--- src/rtl/pe_feeder.sv ---
// Feeds a target character stream into PE0 of a systolic array, then flushes for N_PE cycles.
// Optional: define PE_FEEDER_CNT_EN to add the 16-bit char_cnt output.
`ifndef V_E_F_Bit
`define V_E_F_Bit 16
`endif

module pe_feeder #(
  parameter int N_PE = 64,
  parameter int W    = `V_E_F_Bit
) (
  input  logic         clk,
  input  logic         rst,
  input  logic         start,
  input  logic         in_valid,
  output logic         in_ready,
  input  logic [1:0]   in_t,
  input  logic         in_last,
  input  logic [W-1:0] minusAlpha,
  output logic         enable,
  output logic         newLineOut,
  output logic [1:0]   tOut,
  output logic [W-1:0] vOut,
  output logic [W-1:0] vOut_alpha,
  output logic [W-1:0] fOut,
  output logic         busy,
  output logic         done,
  output logic         err
`ifdef PE_FEEDER_CNT_EN
  ,
  output logic [15:0]  char_cnt
`endif
);

  localparam int CW = $clog2(N_PE + 1);
  localparam logic [CW-1:0] FLUSH_LAST = CW'(N_PE - 1);

  typedef enum logic [1:0] {IDLE, FEED, FLUSH, DONE} state_t;

  state_t         state_q, state_d;
  logic           first_q, first_d;
  logic [CW-1:0]  flush_cnt_q, flush_cnt_d;
  logic           enable_q, enable_d;
  logic           newline_q, newline_d;
  logic [1:0]     t_q, t_d;
  logic [W-1:0]   valpha_q, valpha_d;
  logic           done_q, done_d;
  logic           err_q, err_d;
  logic           busy_q, busy_d;
  logic           in_ready_q, in_ready_d;
`ifdef PE_FEEDER_CNT_EN
  logic [15:0]    cnt_q, cnt_d;
`endif

  // PE outputs are registered from the decision made this cycle, so they trail the state by one edge.
  always_comb begin
    state_d     = state_q;
    first_d     = first_q;
    flush_cnt_d = flush_cnt_q;
    err_d       = err_q;
    enable_d    = 1'b0;
    newline_d   = 1'b0;
    t_d         = 2'd0;
    valpha_d    = '0;
    done_d      = 1'b0;
`ifdef PE_FEEDER_CNT_EN
    cnt_d       = cnt_q;
`endif

    case (state_q)
      IDLE: begin
        if (start) begin
          state_d = FEED;
          first_d = 1'b1;
          err_d   = 1'b0;
`ifdef PE_FEEDER_CNT_EN
          cnt_d   = 16'd0;
`endif
        end
      end
      FEED: begin
        if (in_valid) begin
          enable_d  = 1'b1;
          t_d       = in_t;
          valpha_d  = minusAlpha;
          newline_d = first_q;
          first_d   = 1'b0;
`ifdef PE_FEEDER_CNT_EN
          cnt_d     = (cnt_q == 16'hFFFF) ? cnt_q : cnt_q + 16'd1;
`endif
          if (in_last) begin
            state_d     = FLUSH;
            flush_cnt_d = '0;
          end
        end else if (!first_q) begin
          // A wait before the first character is legal; any later gap is an underrun.
          err_d = 1'b1;
        end
      end
      FLUSH: begin
        enable_d = 1'b1;
        valpha_d = minusAlpha;
        if (flush_cnt_q == FLUSH_LAST) begin
          state_d     = DONE;
          flush_cnt_d = '0;
        end else begin
          flush_cnt_d = flush_cnt_q + CW'(1);
        end
      end
      DONE: begin
        done_d  = 1'b1;
        state_d = IDLE;
      end
      default: state_d = IDLE;
    endcase

    in_ready_d = (state_d == FEED);
    busy_d     = (state_q != IDLE) || (state_d != IDLE);
  end

  always_ff @(posedge clk or negedge rst) begin
    if (!rst) begin
      state_q     <= IDLE;
      first_q     <= 1'b0;
      flush_cnt_q <= '0;
      enable_q    <= 1'b0;
      newline_q   <= 1'b0;
      t_q         <= 2'd0;
      valpha_q    <= '0;
      done_q      <= 1'b0;
      err_q       <= 1'b0;
      busy_q      <= 1'b0;
      in_ready_q  <= 1'b0;
`ifdef PE_FEEDER_CNT_EN
      cnt_q       <= 16'd0;
`endif
    end else begin
      state_q     <= state_d;
      first_q     <= first_d;
      flush_cnt_q <= flush_cnt_d;
      enable_q    <= enable_d;
      newline_q   <= newline_d;
      t_q         <= t_d;
      valpha_q    <= valpha_d;
      done_q      <= done_d;
      err_q       <= err_d;
      busy_q      <= busy_d;
      in_ready_q  <= in_ready_d;
`ifdef PE_FEEDER_CNT_EN
      cnt_q       <= cnt_d;
`endif
    end
  end

  // The feeder never injects boundary scores, so vOut and fOut are tied off.
  assign vOut       = '0;
  assign fOut       = '0;
  assign enable     = enable_q;
  assign newLineOut = newline_q;
  assign tOut       = t_q;
  assign vOut_alpha = valpha_q;
  assign done       = done_q;
  assign err        = err_q;
  assign busy       = busy_q;
  assign in_ready   = in_ready_q;
`ifdef PE_FEEDER_CNT_EN
  assign char_cnt   = cnt_q;
`endif

endmodule

--- config.mk ---
export PLATFORM = sky130hd
export DESIGN_NAME = pe_feeder
export DESIGN_NICKNAME = d
export VERILOG_FILES = /design/src/rtl/pe_feeder.sv
export SDC_FILE = /design/constraint.sdc
export NUM_CORES = 1
export LEC_CHECK = 0
export BUFFER_PORTS_ARGS = -buffer_cell sky130_fd_sc_hd__buf_2
export CAP_MARGIN = 40
export CORE_ASPECT_RATIO = 1.2
export CORE_MARGIN = 2
export CORE_UTILIZATION = 40
export CTS_CLUSTER_SIZE = 20
export DETAILED_ROUTE_END_ITERATION = 7
export PLACE_DENSITY = 0.69
export SLEW_MARGIN = 20
export SYNTH_ARGS = -nofsm -noshare
export SYNTH_HDL_FRONTEND = slang
export SYNTH_SLANG_ARGS = --single-unit
--- constraint.sdc ---
create_clock -name clk -period 2.1 [get_ports clk]
set_input_delay 0.42 -clock clk [delete_from_list [all_inputs] [get_ports clk]]
set_output_delay 0.42 -clock clk [all_outputs]
set_load 0.005 [all_outputs]
## Yosys cells after proc, flatten, opt, wreduce, memory -nomap -nowiden

Index checks and enable logic that the tools add are counted.

| operators by class | value |
|---|---|
| reduce and logical (&&, ||, !) cells | 9 |
| add/sub/neg operators | 1 |
| multiplexer cells | 25 |
| equal/unequal tests | 10 |

Operators by type and width:

| cell | count |
|---|---|
| one-hot mux 16 bit (2 select lines) | 1 |
| 2-to-1 mux 7 bit | 3 |
| 2-to-1 mux 16 bit | 1 |
| one-hot mux 7 bit (2 select lines) | 1 |
| 2-to-1 mux 2 bit | 6 |
| != test 2 bit, second input constant | 5 |
| 2-to-1 mux 1 bit | 9 |
| one-hot mux 2 bit (4 select lines) | 1 |
| nonzero test 2 bit | 4 |
| adder 7 x 1 -> 7 bit, second input constant | 1 |
| == test 7 x 6 -> 1 bit, second input constant | 1 |
| one-hot mux 1 bit (2 select lines) | 3 |
| AND reduction 3 bit | 2 |
| == test 2 x 1 -> 1 bit, second input constant | 2 |
| == test 2 bit, second input constant | 2 |
| AND reduction 4 bit | 1 |
| logical NOT 2 bit | 1 |
| logical OR 1 bit | 1 |

| storage, ports and cells | value |
|---|---|
| input port bits | 23 |
| flip-flop bits (word level) | 34 |
| word-level logic and storage cells | 56 |
| output and inout bits | 56 |

## Logic depth before layout (Yosys ltp)

Gate-level depths: netlist of run 1.

| logic depth | value |
|---|---|
| word-level depth | 5 |
| gate-level depth with buffers | 7 |
| gate-level depth less buffers | 6 |

## Worst setup path before layout of run 1

Ideal clock, no wire load.

| timing path | value |
|---|---|
| path type | register to register |
| start point | register state_q[1] |
| end point | register in_ready_q (netlist: in_ready) |
| stages on the path, launching flop included | 7 |
| data required time | 2.027 ns |
| data arrival time | 1.552 ns |
| buffers on the path | 0 |
| setup slack | 0.475 ns |
| library setup time | 0.073 ns |
| clock period less this slack | 1.625 ns |
| cells stage by stage | dfrtp_1 inv_1 ha_1 a21boi_1 a211oi_1 a211oi_1 nor2b_1 |

| between the ends | value |
|---|---|
| elaborated cells on any way between the ends | 10 |
| classes of those cells | eq/ne (4); mux (5); reduce/logical (1) |

RTL lines:

| element | line | source |
|---|---|---|
| start, declared | 39 | `state_t state_q, state_d;` |
| start signal, assigned | 137 | `state_q <= state_d;` |
| == test 2 bit (tied with other cells) | 69 | `case (state_q)` |
| one-hot mux 2 bit (4 select lines) * | 69 |  |
| via state_d[0] | 39 |  |
| == test 2 x 1 -> 1 bit * | 116 | `in_ready_d = (state_d == FEED);` |
| via in_ready_d | 49 | `logic in_ready_q, in_ready_d;` |
| end signal, assigned | 147 | `in_ready_q <= in_ready_d;` |
| end, declared | 49 |  |

The timed path passes the listed nets; every way through them passes the cells marked *.
A chain may end at the register's enable or synchronous reset.

## Final worst setup path of run 1

| timing path | value |
|---|---|
| start point | register state_q[0] |
| end point | register flush_cnt_q[4] |

| between the ends | value |
|---|---|
| cells in the longest elaborated chain, start to end | 3 |
| elaborated cells on any way between the ends | 7 |
| classes of those cells | eq/ne (4); mux (1); reduce/logical (2) |

Ends and longest elaborated chain:

| element | line | source |
|---|---|---|
| == test 2 x 1 -> 1 bit or == test 2 bit (tied branches) | 69 |  |
| != test 2 bit (no line) or nonzero test 2 bit (tied branches) | n/a |  |
| AND reduction 3 bit (no line) | n/a |  |
| end signal, assigned | 139 | `flush_cnt_q <= flush_cnt_d;` |
| end, declared | 41 | `logic [CW-1:0] flush_cnt_q, flush_cnt_d;` |

Several ways; a longest one is shown, not always the timed one.

==> results of run 1 <==
cells by family after synthesis:
family,after synthesis,share of synthesized area
adders and majority gates,6,0.0439
and+or+nand+nor,52,0.165
other,1,0.00219
muxes,3,0.0176
buffers and inverters,42,0.164
DFF,34,0.497
AOI/OAI and AO/OA,28,0.110
layout by cell type, fill, tap and decap left out:
master / count
nor3b_1: 2
and3_1: 4
a211o_1: 1
a21o_1: 1
clkbuf_8: 6
nand4_1: 1
clkinvlp_4: 1
a221o_1: 1
and2_1: 16
a21boi_1: 1
o221ai_1: 1
ha_1: 6
a21boi_0: 1
nand2_1: 10
conb_1: 32
a21oi_1: 8
nand2b_1: 2
nor2_1: 4
or3_1: 1
buf_12: 1
dfrtp_1: 34
a31o_1: 1
nand3_1: 5
o311a_1: 1
o211ai_1: 1
buf_4: 3
dlygate4sd3_1: 1
buf_2: 46
inv_1: 6
a221o_2: 1
o31ai_1: 2
mux2i_1: 3
o21ai_0: 6
nor3_1: 3
clkinv_2: 1
a211oi_1: 2
nor2b_1: 4
power groups by stage:
stage / clock network, mW / logic [mW] / registers, mW
after floorplan: 0 / 0.435 / 0.921
after global placement: 0 / 0.655 / 0.907
after detailed placement: 0 / 0.662 / 0.919
after CTS: 0.528 / 0.667 / 0.905
after global routing: 0.554 / 0.755 / 0.922
final: 0.515 / 0.665 / 0.904
flip-flops by register name, indices dropped and copies added (netlist names):
| signal | count |
|---|---|
| busy | 1 |
| done | 1 |
| enable | 1 |
| err | 1 |
| first_q | 1 |
| flush_cnt_q | 7 |
| in_ready | 1 |
| newLineOut | 1 |
| state_q | 2 |
| tOut | 2 |
| vOut_alpha | 16 |
routing by layer:
layer	part of all wire	track usage	vias to the layer above
met5	0	0	-
met4	0.022	0.0821	0
met3	0.061	0.0414	7
met2	0.56	0.251	49
met1	0.36	0.147	589
li1	-	-	595
cell usage after synthesis:
| library cell | number |
|---|---|
| and3_1 | 4 |
| o211ai_1 | 1 |
| a211o_1 | 1 |
| dfrtp_1 | 34 |
| a211oi_1 | 2 |
| mux2i_1 | 3 |
| conb_1 | 1 |
| ha_1 | 6 |
| and2_1 | 16 |
| nor3_1 | 3 |
| a31o_1 | 1 |
| a21oi_1 | 8 |
| o221ai_1 | 1 |
| a221o_2 | 1 |
| nand2_1 | 10 |
| a221o_1 | 1 |
| a21o_1 | 1 |
| a21boi_0 | 1 |
| buf_2 | 2 |
| clkbuf_1 | 2 |
| nand4_1 | 1 |
| nand2b_1 | 2 |
| nor2b_1 | 4 |
| or3_1 | 1 |
| nor2_1 | 4 |
| o311a_1 | 1 |
| nand3_1 | 5 |
| buf_4 | 32 |
| nor3b_1 | 2 |
| a21boi_1 | 1 |
| inv_1 | 6 |
| o21ai_0 | 6 |
| o31ai_1 | 2 |
per-stage QoR:
step | util | setup slack (ns) | hold slack [ns] | area, sq um | std cells
after global routing | 0.481 | 0.0714 | 0.322 | 2020 | 276
after floorplan | - | 0.475 | 0.124 | 1830 | 197
after detailed placement | 0.451 | 0.293 | 0.530 | 1890 | 266
after CTS | 0.473 | 0.264 | 0.214 | 1990 | 274
final | 0.481 | 0.231 | 0.329 | 2020 | 276
after global placement | 0.451 | 0.373 | 0.515 | 1890 | 266
cell type report:
cell class                 count  area [sq um]
clock buffer                   6          82.6
clock inverter                 2          12.5
fill                         406          2180
inverter                       6          22.5
multi-input combinational    121           696
sequential                    34           851
tap                           56          70.1
timing repair buffer          51           283
worst min path at each step:
stage	start	end	slack (ns)	cells after the start
after global routing	minusAlpha[1]	vOut_alpha[1]	0.32	2
final	minusAlpha[9]	vOut_alpha[9]	0.33	2
after detailed placement	rst	vOut_alpha[8]	0.53	1
after CTS	rst	vOut_alpha[5]	0.21	1
after global placement	first_q	first_q	0.52	2
after floorplan	rst	busy	0.12	0
worst max-delay path, stage by stage, from the launching register on:
cell	delay [ns]
dfrtp_1	0.44
inv_1	0.13
ha_1	0.51
nand3_1	0.30
nor3_1	0.25
a21oi_1	0.06
o21ai_0	0.09
==> results.yml, run 1 <==
setup_path:
  crit_end: "flush_cnt_q[4]"
  reg2reg_to: "flush_cnt_q[4]"
  reg2regPathDepth: 6
  start_kind: "register"
  setup.worst_path.class: "register to register"
  reg2reg_from: "state_q[0]"
  cp_max_fo: 15
  critPathArrivalTime_ns: 2.08
  r2r_slack_ns: 0.23
  cp_data_required_time_ns: 2.31
  cp-startpoint: "state_q[0]"
  endpoint_kind: "register"
finish:
  syn2layout_area_growth_pct: 17.9
  drive_above_1_share: 0.268
  layout.nets: 248
  diodes: 0
power_and_ir_drop:
  irDropWorstVdd_mv: 0.552
  p_leak_nw: 1.10
  power.internal_mw: 1.38
  p_clk_frac: 0.247
  finalPower_mw: 2.08
  p_seq_frac: 0.434
  swShare: 0.337
  switchingPower_uw: 703
  power_density_mw_per_mm2: 1030
  p_comb_frac: 0.319
logic_synthesis:
  syn_avg_cell_area_sq_um: 10.3
  ys_top_cells_by_area: "dfrtp_1 (50%), buf_4 (14%), and2_1 (5.9%)"
  synth_top_area_frac: 0.497
  ys_seq_area_frac: 0.497
  synth_cell_types: 33
  synth_top_area_cell: "dfrtp_1"
  synth_area_sq_mm: 0.00171
  synth_cells: 166
  yosys_warnings: 0
  synth-seq-cells: 34
clock_network:
  cts_root_buffer: "clkbuf_8"
  cts_tree: "yes"
  cts_resized: 0
  htree_num_levels: 2
  post_cts_buffers: 0
  clock_latency_ns: 0.29
  holdBufCountCts: 0
  clk_pin_slew_ns: 0.07
  clockBufferDepth: 2
  cts_made_buffers: 5
  clock_sinks: 34
sta:
  rsz0062_at_grt: "false"
  final.setup.tns_ns: 0
  report.final.slew_viol_count: 0
  fin_crit_ns: 1.87
  period_share: 0.890
  clock.fmax_mhz: 535
  finalHoldViolCount: 0
  slew_headroom: 0.636
  worst-slew-pin-transition_ns: 0.546
  fin_skew_ns: 0.00617
  setup_violations: 0
routing:
  vias_per_cell: 4.49
  drt_iter0_drc: 75
  drt_wl_total_mm: 3.17
  firstDrtPassIters: 4
  vias: 1240
  remaining_drc_errors: 0
  routedWlPerCell_microns: 11.5
  detail-route-antenna-nets: 0
placed_design:
  gp_congestion: 0.866
  io_buffers: 46
  dp_hpwl_mm: 2.24
global_route:
  grt_max_degree: 35
  grt_pass1_vias: 1109
  grt-ovfl-total: 0
  grt_pass1_wl_mm: 5.02
  grt_use_total: 0.139
  antenna_found_initial: 0
floorplan:
  core_sq_mm: 0.00420
  die_w_microns: 63.7
  die-area_sq_mm: 0.00482
  initial_core_util: 0.408
  rows: 26
  ios: 79
  die_y_microns: 75.6
status:
  status: "finished, final reports clean"
run:
  cap_violations: 0
worst_hold_path:
  hold_path.class: "primary input to register"
Power figures use the tool's default switching activity.
==> run 2, diff against run 1 <==
ABC_AREA = 1   (was not set)
==> run 2 against run 1 <==
Sequential share of layout area is 1.5 points higher. Clock-buffer cell count unchanged. Utilization grew 0.53 points. Worst setup slack improved by 0.31 ns. Largest power group unchanged. Critical path depth increased by 1. Global-route usage decreased by 1.3 points. Via count down 1.6%. Critical endpoint is now busy. Final cell count rose by 7.6%.
==> results.yml, run 2 <==
logic_synthesis:
  synth_common_cells: "dfrtp_1 (34), buf_4 (32), inv_1 (32), nand2_1 (28), nor2_1 (27)"
  yosysMostFrequentCell: "dfrtp_1"
  synth_top_area_frac: 0.505
  syn_avg_cell_area_sq_um: 8.73
  yosys_warnings: 0
  synth_area_sq_mm: 0.00168
  ys_top_cells_by_area: "dfrtp_1 (51%), buf_4 (14%), inv_1 (7.1%)"
  synth_cell_types: 18
  synth_top_area_cell: "dfrtp_1"
  synth_cells: 193
  synth_flop_cell: "dfrtp_1"
  synth-seq-cells: 34
  async_reset_ff_frac: 1.00
  synth_edf_count: 0
  ys_seq_area_frac: 0.505
finish:
  final_common_cell: "buf_2"
  largest_register_ffs: 16
  seq_area_sq_um: 851
  post-route-util: 0.486
  final_cell_mix: "buf_2 (46), dfrtp_1 (34), inv_1 (32), conb_1 (32), nand2_1 (28)"
  multi_input_area_sq_um: 559
  layout.nets: 273
  finalInstanceArea_sq_mm: 0.00195
  diodes: 0
  drive_above_1_share: 0.243
  n_fill_cell: 426
  syn2layout_area_growth_pct: 15.5
global_route:
  antenna_found_initial: 0
  grt-ovfl-total: 0
  grt_pass1_vias: 1063
  grt_max_degree: 35
  grt_use_total: 0.126
  grt_pass1_wl_mm: 4.49
placed_design:
  dp_hpwl_mm: 2.12
  dpl_cell_area_sq_mm: 0.00184
  io_buffers: 46
  gp_congestion: 0.798
clock_network:
  cts_tree: "yes"
  cts_resized: 0
  clock_latency_ns: 0.27
  cts_made_buffers: 5
  holdBufCountCts: 0
  htree_num_levels: 2
  clock_sinks: 34
  cts_root_buffer: "clkbuf_8"
  clk_pin_slew_ns: 0.06
  clockBufferDepth: 2
  post_cts_buffers: 0
routing:
  routedWlPerCell_microns: 9.30
  vias: 1220
  firstDrtPassIters: 4
  remaining_drc_errors: 0
  detail-route-antenna-nets: 0
  drt_iter0_drc: 48
  vias_per_cell: 4.11
  drt_wl_total_mm: 2.76
floorplan:
  core_sq_mm: 0.00400
  die_w_microns: 63.2
  initial_core_util: 0.421
  rows: 25
  die-area_sq_mm: 0.00475
  ios: 79
  die_y_microns: 75.1
power_and_ir_drop:
  p_comb_frac: 0.348
  p_leak_nw: 1.22
  swShare: 0.355
  p_seq_frac: 0.432
  switchingPower_uw: 725
  power_density_mw_per_mm2: 1050
  p_clk_frac: 0.220
  power.internal_mw: 1.32
  irDropWorstVdd_mv: 0.475
sta:
  rsz0062_at_grt: "false"
  report.final.slew_viol_count: 0
  clock.fmax_mhz: 641
  setup_violations: 0
  fin_crit_ns: 1.56
  final.setup.tns_ns: 0
  hold_slack_ns: 0.0689
  period_share: 0.743
  fin_skew_ns: 0.00220
  finalHoldViolCount: 0
worst_hold_path:
  hold_path.class: "primary input to asynchronous set/reset pin"
run:
  cap_violations: 0
setup_path:
  setup.worst_path.class: "register to register"
  cp_max_fo: 6
  critPathArrivalTime_ns: 1.72
  cp_data_required_time_ns: 2.26
  start_kind: "register"
  endpoint_kind: "register"
status:
  status: "finished, final reports clean"
run 2: worst paths after layout:
kind                                      from        endpoint  cells past startpoint  slack (ns)
min in group clk                 minusAlpha[2]   vOut_alpha[2]                      3        0.34
worst min-delay path                       rst         tOut[1]                      1        0.07
worst max-delay path                state_q[1]            busy                      7        0.54
worst min register to register  flush_cnt_q[1]  flush_cnt_q[1]                      2        0.51
max in group asynchronous                  rst  vOut_alpha[15]                      2        1.61
worst max register to register      state_q[1]            busy                      7        0.54
run 2: through the flow:
| stage | std cells | setup slack [ns] | power, mW |
|---|---|---|---|
| floorplan | 224 | 0.782 | 1.43 |
| global placement | 290 | 0.575 | 1.60 |
| detailed placement | 290 | 0.549 | 1.62 |
| CTS | 296 | 0.532 | 2.08 |
| global route | 297 | 0.388 | 2.24 |
| finish | 297 | 0.540 | 2.04 |
run 2: cell families after synthesis:
| family | after synthesis | share of synthesized area |
|---|---|---|
| other cells | 1 | 0.00223 |
| flops | 34 | 0.505 |
| compound gates | 12 | 0.0364 |
| fa+ha+maj | 6 | 0.0446 |
| buf+inv | 68 | 0.232 |
| simple gates | 72 | 0.180 |
run 2: worst max-delay path: stages, from the launching register on:
cell and delay (ns):
dfrtp_1 0.44, inv_1 0.13, ha_1 0.19, inv_1 0.10, nor2_1 0.29, nand2_1 0.10
nand2_1 0.13, nand2_1 0.07
run 2: layout make-up:
type                       instances  share of cell area
clock buffer                       6              0.0424
inverter                          34              0.0656
multi-input combinational        122               0.287
sequential                        34               0.437
tap                               54              0.0347
timing repair buffer              47               0.132
run 2: routing by layer:
| layer | wire, microns | global-route usage |
|---|---|---|
| met2 | 1420 | 0.222 |
| met3 | 241 | 0.0478 |
| met4 | 42 | 0.0580 |
| met5 | 0 | 0 |
| met1 | 1060 | 0.137 |
run 2: power by group through the flow:
stage               sequential [mW]  clock, mW  combinational, mW
floorplan                     0.903          0              0.527
global placement              0.889          0              0.711
detailed placement            0.897          0              0.718
CTS                           0.886      0.475              0.720
global route                  0.901      0.512              0.825
finish                        0.883      0.449              0.712
==> run 3, diff against run 2 <==
PLACE_DENSITY = 0.72   (was 0.69)
clock period = 1.38 ns   (was 2.1 ns; I/O delays follow)
==> run 3 against run 2 <==
Worst hold slack got worse by 0.054 ns. Power increased by 80%. Via count increased by 3.6%. Sequential power increased by 52%. Non-clock buffer count increased by 10. Flip-flop and latch count unchanged. Combinational power increased by 110%. Worst setup slack got worse by 0.49 ns. Sequential share of layout area decreased by 2.9 points. Clock skew about the same. Largest cell class unchanged. Highest routed layer unchanged.
==> results.yml, run 3 (same netlist as run 2, synthesis figures left out) <==
finish:
  final_common_cell: "buf_2"
  syn2layout_area_growth_pct: 23.8
  finalInstanceArea_sq_mm: 0.00209
  post-route-util: 0.521
  drive_above_1_share: 0.328
  fin_cells: 310
  diodes: 0
  largest_register_ffs: 16
  layout.nets: 284
  final_cell_mix: "buf_2 (46), dfrtp_1 (33), conb_1 (32), inv_1 (29), nor2_1 (27)"
setup_path:
  endpoint_kind: "register"
  setup.worst_path.class: "register to register"
  start_kind: "register"
  cp_max_fo: 5
  critPathArrivalTime_ns: 1.50
  cp_data_required_time_ns: 1.55
floorplan:
  initial_core_util: 0.421
  die_y_microns: 75.1
  rows: 25
  die-area_sq_mm: 0.00475
  ios: 79
  core_sq_mm: 0.00400
  die_w_microns: 63.2
clock_network:
  clockBufferDepth: 2
  cts_made_buffers: 5
  cts_tree: "yes"
  cts_root_buffer: "clkbuf_8"
  htree_num_levels: 2
  clk_pin_slew_ns: 0.06
  clock_latency_ns: 0.28
  clock_sinks: 34
  holdBufCountCts: 0
global_route:
  grt_pass1_vias: 1062
  antenna_found_initial: 0
  grt_pass1_wl_mm: 4.58
  grt-ovfl-total: 0
  grt_max_degree: 35
  grt_use_total: 0.130
placed_design:
  dpl.cell_count: 298
  post-place-ws_ns: -0.00846
  io_buffers: 46
  gp_congestion: 0.746
  dp_hpwl_mm: 2.16
  dpl_cell_area_sq_mm: 0.00191
routing:
  vias_per_cell: 4.08
  drt_iter0_drc: 91
  drt_wl_total_mm: 3.00
  detail-route-antenna-nets: 0
  vias: 1264
  remaining_drc_errors: 0
  routedWlPerCell_microns: 9.69
  firstDrtPassIters: 4
sta:
  hold_slack_ns: 0.0153
  setup_violations: 0
  fin_skew_ns: 0.00233
  rsz0062_at_grt: "true"
  finalHoldViolCount: 0
  final.setup.tns_ns: 0
  setup_slack_ns: 0.0528
  period_share: 0.962
  clock.fmax_mhz: 753
  report.final.slew_viol_count: 0
  fin_crit_ns: 1.33
power_and_ir_drop:
  power.internal_mw: 2.38
  switchingPower_mw: 1.30
  p_leak_nw: 1.29
  power_density_mw_per_mm2: 1760
  irDropWorstVdd_mv: 0.629
  p_comb_frac: 0.409
  p_clk_frac: 0.225
  swShare: 0.353
  finalPower_mw: 3.68
  p_seq_frac: 0.365
status:
  status: "finished, final reports clean"
worst_hold_path:
  hold_path.class: "primary input to asynchronous set/reset pin"
run:
  cap_violations: 0
-- run 3: changes by cell type in the layout (fill, tap and decap cells not counted), moves of 3 or more --
cell and change:
nand2_2 +3, nand2_1 -3, inv_2 +3, buf_4 +10
inv_1 -3, ha_1 -3
-- run 3: worst paths after layout --
check	from	end	depth (start not counted)	slack, ns
setup / recovery	state_q[0]	err	8	0.05
hold / removal	rst	tOut[1]	2	0.02
setup reg to reg	state_q[0]	err	8	0.05
hold reg to reg	first_q	newLineOut	2	0.52
max in group asynchronous	rst	state_q[0]	2	1.05
min in group clk	minusAlpha[9]	vOut_alpha[9]	3	0.20
-- run 3: what timing repair did --
action / 4_1_cts / 5_1_grt
pin swaps: 0 / 1
endpoints found under the setup margin: 2 / 26
gates cloned: 0 / 1
gates resized for setup: 2 / 13
buffers inserted: 1 / 2
-- run 3: cell type report --
class	instances	area (sq um)
Timing Repair Buffer	57	325
Tap cell	54	67.6
Clock buffer	8	110
Fill cell	385	1920
Multi-Input combinational cell	123	603
Inverter	34	128
Sequential cell	34	852
-- run 3: power by group through the flow --
stage / combinational (mW) / clock (mW) / sequential [mW]
3_3_place_gp: 1.26 / 0 / 1.34
6_report: 1.51 / 0.829 / 1.34
4_1_cts: 1.32 / 0.863 / 1.33
3_5_place_dp: 1.28 / 0 / 1.35
5_1_grt: 1.71 / 0.913 / 1.38
2_1_floorplan: 0.801 / 0 / 1.37
-- run 3: layer usage --
layer  share of wire  routed length, microns  GRT usage
met1            0.38                    1140      0.142
met2            0.52                    1570      0.229
met3           0.071                     212     0.0448
met4           0.027                      80     0.0652
met5               0                       0          0
-- run 3: critical path, cell delays in order (launching register included) --
cell     delay (ns)
dfrtp_2        0.45
inv_2          0.10
ha_2           0.19
inv_1          0.05
nor2_1         0.09
buf_4          0.14
a21oi_2        0.04
a21oi_2        0.11
nor2_1         0.05
